$ cat config.mk
export PLATFORM = sky130hd
export DESIGN_NAME = alu_addsub_responder
export DESIGN_NICKNAME = d
export VERILOG_FILES = /design/src/rtl/alu_addsub_responder.sv
export SDC_FILE = /design/constraint.sdc
export NUM_CORES = 1
export LEC_CHECK = 0
export BUFFER_PORTS_ARGS = -buffer_cell sky130_fd_sc_hd__buf_2
export CAP_MARGIN = 25
export CORE_MARGIN = 2
export CORE_UTILIZATION = 35
export CTS_CLUSTER_SIZE = 40
export DETAILED_ROUTE_END_ITERATION = 6
export MAX_ROUTING_LAYER = met4
export PLACE_DENSITY = 0.61
export SLEW_MARGIN = 10
export SYNTH_ARGS = -nofsm -noshare
export SYNTH_HDL_FRONTEND = slang
export SYNTH_SLANG_ARGS = --single-unit
$ cat constraint.sdc
create_clock -name clk -period 4.2 [get_ports clk]
set_clock_uncertainty 0.15 [all_clocks]
set_input_delay 0.63 -clock clk [delete_from_list [all_inputs] [get_ports clk]]
set_output_delay 0.63 -clock clk [all_outputs]
set_load 0.01 [all_outputs]
$ cat src/rtl/alu_addsub_responder.sv
// Handshaked 4-bit signed add/subtract responder with an in-order result buffer.
// Requests are computed on acceptance and stored; responses pop from the buffer head.
module alu_addsub_responder #(
  parameter int WIDTH = 4,
  parameter int DEPTH = 2
) (
  input  logic                   clk,
  input  logic                   rst_n,
  input  logic                   req_valid,
  output logic                   req_ready,
  input  logic [WIDTH-1:0]       req_a,
  input  logic [WIDTH-1:0]       req_b,
  input  logic                   req_cin,
  input  logic                   req_sub,
  output logic                   rsp_valid,
  input  logic                   rsp_ready,
  output logic [WIDTH-1:0]       rsp_result,
  output logic                   rsp_cout,
  output logic                   rsp_ovf,
  output logic                   rsp_zero,
  output logic                   rsp_neg,
  output logic [$clog2(DEPTH):0] rsp_count
);

  localparam int PW = $clog2(DEPTH);
  localparam int CW = PW + 1;
  localparam int EW = WIDTH + 2;

  typedef enum logic [1:0] {ST_EMPTY, ST_PARTIAL, ST_FULL} state_t;

  state_t          r_state, w_state_nxt;
  logic [CW-1:0]   r_count, w_count_nxt;
  logic [PW-1:0]   r_wr_ptr, r_rd_ptr;
  logic [EW-1:0]   r_mem [DEPTH];

  logic            w_push, w_pop;
  logic [WIDTH-1:0] w_b_x;
  logic            w_cin_x;
  logic [WIDTH:0]  w_sum;
  logic            w_ovf;
  logic [EW-1:0]   w_head;

  // Subtraction reuses the adder: a + ~b + ~cin == a - b - cin
  assign w_b_x   = req_sub ? ~req_b : req_b;
  assign w_cin_x = req_sub ? ~req_cin : req_cin;
  assign w_sum   = {1'b0, req_a} + {1'b0, w_b_x} + (WIDTH+1)'(w_cin_x);
  assign w_ovf   = (req_a[WIDTH-1] == w_b_x[WIDTH-1]) &
                   (w_sum[WIDTH-1] != req_a[WIDTH-1]);

  assign rsp_valid = (r_state != ST_EMPTY);
  assign w_pop     = rsp_valid & rsp_ready;
  assign req_ready = (r_state != ST_FULL) | w_pop;
  assign w_push    = req_valid & req_ready;
  assign rsp_count = r_count;

  always_comb begin
    w_count_nxt = r_count;
    w_state_nxt = r_state;
    unique case ({w_push, w_pop})
      2'b10:   w_count_nxt = r_count + CW'(1);
      2'b01:   w_count_nxt = r_count - CW'(1);
      default: w_count_nxt = r_count;
    endcase
    if (w_count_nxt == '0)
      w_state_nxt = ST_EMPTY;
    else if (w_count_nxt == CW'(DEPTH))
      w_state_nxt = ST_FULL;
    else
      w_state_nxt = ST_PARTIAL;
  end

  always_ff @(posedge clk) begin
    if (!rst_n) begin
      r_state  <= ST_EMPTY;
      r_count  <= '0;
      r_wr_ptr <= '0;
      r_rd_ptr <= '0;
    end else begin
      r_state <= w_state_nxt;
      r_count <= w_count_nxt;
      if (w_push) begin
        r_mem[r_wr_ptr] <= {w_sum, w_ovf};
        r_wr_ptr        <= r_wr_ptr + PW'(1);
      end
      if (w_pop)
        r_rd_ptr <= r_rd_ptr + PW'(1);
    end
  end

  // Entry layout {cout, result, ovf}; outputs forced to zero while empty so
  // memory contents left over from before a reset never appear.
  assign w_head     = r_mem[r_rd_ptr];
  assign rsp_result = rsp_valid ? w_head[WIDTH:1] : '0;
  assign rsp_cout   = rsp_valid & w_head[WIDTH+1];
  assign rsp_ovf    = rsp_valid & w_head[0];
  assign rsp_zero   = rsp_valid & (rsp_result == '0);
  assign rsp_neg    = rsp_result[WIDTH-1];

endmodule
==> flow_summary_export.csv, run 1 <==
group,metric,value,unit
worst_setup_path,reg2regPathDepth,3,
pwr,pwr-share-clk,18.5,%
synthesis,syn_area,1080,sq um
clock_network,clockBufferDepth,2,
global_routing,use_met3,2.18,%
worst_setup_path,cp.buffers_inverters,1,
clock_network,cts_root_buf,"clkbuf_4",
global_routing,use_met2,19.3,%
finish,syn2layout_area_growth,15.3,%
worst_setup_path,arrival,1.57,ns
synthesis,synth_area_leader_cell,"edfxtp_1",
synthesis,ys_seq_area_share,46.4,%
synthesis,post_synth.cell_area_avg,11.2,sq um
timing,timing.final.hold_violations,0,
global_routing,grtUsageTotal,11.5,%
min_path,min_to,"r_wr_ptr",
pwr,switching_share,31.7,%
clock_network,cts_setup_buffers,0,
timing,tns,0,ns
timing,finalCriticalPeriod,2.35,ns
finish,layout-drive-gt1-share,29.4,%
timing,max_freq,0.425,GHz
clock_network,clkTransAtPathRegs,0.11,ns
timing,tightest_slew,0.542,ns
clock_network,clock_latency,0.29,ns
routing,dr.pass1.iters,4,
global_routing,grt_max_degree,13,
floorplanning,die_h,59.5,um
synthesis,synthArstFlopShare,0,%
routing,drtIter0Drc,6,
pwr,p_per_area,397,nW/um^2
clock_network,cts-resized-gates,0,
routing,routedWlPerCell,12.0,um
global_routing,use_met1,12.7,%
routing,routed_wl,1830,um
pwr,peakVddDrop,0.000199,V
floorplanning,row_count,20,
synthesis,yosys_most_used_dff,"edfxtp_1",
worst_setup_path,endpoint_kind,"output port",
worst_setup_path,reg2reg_to,"r_mem[1][1]",
finish,diodes,0,
timing,report.final.slew_viol_count,0,
place,dpl.hpwl,1480,um
floorplanning,die_area,3540,sq um
clock_network,cts_tree,"done",
synthesis,yosys.area.top_type_share,33.4,%
synthesis,synth_edf_count,12,
pwr,power.internal,0.000337,W
worst_setup_path,rrSetupSlack,2.49,ns
pwr,power_switching,0.000156,W
timing,period_share,56.0,%
clock_network,cts_hold_buf,0,
synthesis,ys_types,33,
place,portBuffers,25,
timing,maxSlewHeadroom,63.7,%
synthesis,synthTopCellsByArea,"edfxtp_1 33%, dfxtp_1 13%, mux2i_1 8.4%",
worst_setup_path,cp.required,3.42,ns
finish,finalNetCount,139,
clock_network,cts_inserted_buffers,3,
routing,vias_per_cell,5.14,
worst_setup_path,r2r_start,"r_state[1]",
outcome,status,"completed",
global_routing,grt_pass1_vias,699,
synthesis,synth_common_cells,"12 x edfxtp_1, 9 x mux2i_1, 9 x nor2_1",
pwr,combPwrFrac,31.0,%
clock_network,clock-sinks,19,
pwr,leakagePower,0.524,nW
place,routabilityCongestion,0.727,
floorplanning,design.core.area,3000,sq um
synthesis,synth_most_common_cell,"edfxtp_1",
worst_setup_path,crit_slowest_cell,"dfxtp_1",
worst_setup_path,critPathMaxFanout,10,
synthesis,yosys_warnings,0,
floorplanning,io_pins,26,
routing,ant_nets,0,
worst_setup_path,max_stage_delay,0.38,ns
worst_setup_path,start_kind,"flop",
worst_setup_path,crit_family,"simple AND/OR/NAND/NOR gates",
pwr,seqPwrFrac,50.6,%
global_routing,overflow,0,
worst_setup_path,path_cells,"nor2_2, nor2_1, nor4_1, buf_2",
floorplanning,start_util,35.9,%
routing,drc,0,
synthesis,synth_cells,96,
worst_setup_path,path_class,"reg2out",
min_path,worstHoldStart,"r_wr_ptr",
routing,vias,781,
clock_network,htreeDepth,1,
synthesis,ys_seq_elements,19,
min_path,worstHoldPathCells,3,
global_routing,antenna_found_initial,0,
global_routing,grt_pass1_wl,2880,um
timing,whs,0.422,ns
synthesis,syn_nets,115,
min_path,hold_path_class,"reg2reg",
floorplanning,die_width,59.5,um
timing,rsz0062_at_grt,"false",
run,maxCapViolCount,0,
timing,finalSetupViolCount,0,
global_routing,grt.busiest_layer,"met2",
-- per-layer routing --
layer	share of wire (%)	vias to the layer above
met4	1.9	0
met3	3.3	2
met5	0	-
met2	54	15
li1	-	384
met1	41	380
-- cell type report --
class | instances | area, sq um
fill | 303 | 1760
clock inverter | 1 | 6.26
timing repair buffer | 25 | 125
clock buffer | 3 | 22.5
multi-input combinational | 67 | 533
tap | 33 | 41.3
inverter | 4 | 15.0
sequential | 19 | 500
-- power by group through the flow --
stage               logic (W)  registers (W)  clock network (W)
floorplan            0.000120       0.000242                  0
global placement     0.000152       0.000252                  0
detailed placement   0.000155       0.000254                  0
CTS                  0.000156       0.000250          0.0000966
global route         0.000172       0.000253           0.000104
finish               0.000153       0.000250          0.0000910
-- logic make-up (layout without fill, tap and decap cells) --
family,Yosys count,in the layout,synth area share (%)
multiplexers,11,11,10.4
adder cells (fa/ha/maj),5,5,7.19
AO/OA/AOI/OAI,12,12,8.24
AND/OR/NAND/NOR,30,30,16.2
buffers and inverters,10,33,4.18
XOR/XNOR,9,9,7.31
flip-flops,19,19,46.4
-- sequential cells by signal, summed over array words and instances (netlist names), named ones only --
name       count
rsp_count      2
r_mem         12
r_state        2
r_wr_ptr       1
r_rd_ptr       1
-- cells in the final DEF (no fill, tap or decap), drive strengths merged --
master	count
buf	25
edfxtp	12
nor2	10
mux2i	9
dfxtp	7
xor2	6
inv	5
a21o	4
nand2	4
xnor2	3
nand2b	3
ha	3
clkbuf	3
nand3	2
nor2b	2
mux2	2
o21ai	2
and2	2
o311ai	2
fa	2
or3b	1
nor4	1
a21oi	1
nor3b	1
and4b	1
and4bb	1
nor4b	1
nor4bb	1
o32ai	1
a21boi	1
o22ai	1
-- stage by stage --
stage	cell area (sq um)	utilization (%)	total power [W]	instances	setup WS, ns
floorplan	1080	-	0.000362	96	1.62
global placement	1210	40.5	0.000403	148	1.63
detailed placement	1210	40.5	0.000409	148	1.60
CTS	1240	41.4	0.000502	152	1.81
global route	1240	41.4	0.000529	152	1.68
finish	1240	41.4	0.000493	152	1.85
-- how the worst max path moves through the flow --
stage          cells past startpoint  startpoint           to  slack (ns)
3_5_place_dp                       6     req_sub  r_mem[0][0]        1.60
3_3_place_gp                       6     req_sub  r_mem[0][0]        1.63
4_1_cts                            4  r_state[0]     rsp_zero        1.81
5_1_grt                            4  r_state[0]     rsp_zero        1.68
2_1_floorplan                      6     req_sub  r_mem[0][0]        1.62
6_report                           4  r_state[0]     rsp_zero        1.85
-- worst min-delay path: stages, from the launching register on --
cell and delay (ns):
dfxtp_1 0.34, inv_1 0.06, nand3_1 0.08, a21boi_2 0.05
Note: power is estimated with default switching activity, not from simulation.
==> run 2, diff against run 1 <==
- PLACE_DENSITY: 0.61 -> 0.63
- clock period: 4.2 -> 2.1 ns (I/O delays scaled with it)
==> flow_summary_export.csv, run 2 (synthesis results as in run 1) <==
group,metric,value,unit
outcome,status,"completed",
finish,layout_common_cells,"25 x buf_2, 12 x edfxtp_1, 9 x mux2i_1, 9 x nor2_1",
clock_network,cts_root_buf,"clkbuf_4",
clock_network,cts_tree,"done",
timing,finalCriticalPeriod,1.91,ns
timing,period_share,90.8,%
worst_setup_path,rrSetupSlack,0.39,ns
routing,drc,0,
pwr,p_total,0.00100,W
finish,top_register,"r_mem",
timing,maxSlewHeadroom,63.6,%
finish,mostFrequentLayoutCell,"buf_2",
run,maxCapViolCount,0,
clock_network,clock_latency,0.29,ns
finish,syn2layout_area_growth,18.8,%
worst_setup_path,cp.required,1.63,ns
floorplanning,die_h,59.5,um
clock_network,cts_inserted_buffers,3,
routing,vias_per_cell,4.93,
routing,routed_wl,1850,um
place,routabilityCongestion,0.739,
clock_network,cts_setup_buffers,0,
floorplanning,design.core.area,3000,sq um
global_routing,grtUsageTotal,11.4,%
finish,fillers,296,
timing,max_freq,0.524,GHz
routing,vias,769,
floorplanning,start_util,35.9,%
global_routing,antenna_found_initial,0,
pwr,peakVddDrop,0.000377,V
clock_network,clkTransAtPathRegs,0.11,ns
timing,report.final.slew_viol_count,0,
floorplanning,io_pins,26,
routing,dr.pass1.iters,4,
worst_setup_path,endpoint_kind,"output port",
worst_setup_path,start_kind,"flop",
finish,finalNetCount,143,
routing,drtIter0Drc,14,
routing,ant_nets,0,
worst_setup_path,critPathMaxFanout,7,
floorplanning,row_count,20,
timing,timing.final.hold_violations,0,
global_routing,grt_pass1_vias,711,
clock_network,clockBufferDepth,2,
timing,tns,0,ns
place,portBuffers,25,
global_routing,grt_max_degree,12,
place,dpl.hpwl,1510,um
worst_setup_path,path_class,"reg2out",
timing,whs,0.202,ns
finish,fin_util,42.7,%
floorplanning,die_area,3540,sq um
global_routing,overflow,0,
clock_network,cts_hold_buf,0,
routing,routedWlPerCell,11.8,um
min_path,hold_path_class,"in2reg",
timing,rsz0062_at_grt,"false",
finish,diodes,0,
timing,tightest_slew,0.544,ns
finish,layout-drive-gt1-share,34.1,%
timing,finalSetupViolCount,0,
pwr,leakagePower,0.539,nW
clock_network,cts-resized-gates,0,
worst_setup_path,arrival,1.44,ns
global_routing,grt_pass1_wl,2970,um
clock_network,htreeDepth,1,
floorplanning,die_width,59.5,um
pwr,p_per_area,782,nW/um^2
finish,largest_reg_flops,12,
clock_network,clock-sinks,19,
## run 2: worst max-delay path: stages (launching register included)
cell and delay (ns):
dfxtp_1 0.45, nor2_2 0.10, buf_4 0.17, nor4_1 0.26, buf_2 0.17
## run 2: layout make-up
type	instances	area (sq um)	area share, %
Timing Repair Buffer	29	155	12.1
Clock buffer	4	26.3	2.05
Sequential cell	19	502	39.2
Inverter	4	15.0	1.17
Tap cell	33	41.3	3.22
Multi-Input combinational cell	67	542	42.3
## run 2: path summary, 6_finish.rpt
check | startpoint | end | cells after the start
max | r_state[0] | rsp_zero | 4
max reg2reg | r_state[1] | r_mem[0][2] | 3
min reg2reg | r_wr_ptr | r_wr_ptr | 3
min | rst_n | flop | 2
## run 2: metal layers
| layer | vias up | part of all wire, % | routed length [um] | track usage (%) |
|---|---|---|---|---|
| met1 | 360 | 44 | 815 | 13.6 |
| li1 | 395 | - | - | - |
| met2 | 14 | 53 | 983 | 19.5 |
| met5 | - | 0 | 0 | - |
| met4 | 0 | 0 | 0 | 5.08 |
| met3 | 0 | 2.5 | 47 | 1.31 |
## run 2: where the power goes
part           switching (W)  internal, W
Sequential         0.0000461     0.000453
Clock               0.000102    0.0000737
Combinational       0.000163     0.000165
## run 2: through the flow
step | cells | cell area (sq um) | setup slack, ns
final | 156 | 1280 | 0.192
after global routing | 156 | 1280 | 0.0800
after floorplan | 96 | 1090 | 0.00708
after CTS | 156 | 1280 | 0.0672
after global placement | 152 | 1250 | -0.00535
after detailed placement | 152 | 1250 | -0.0260
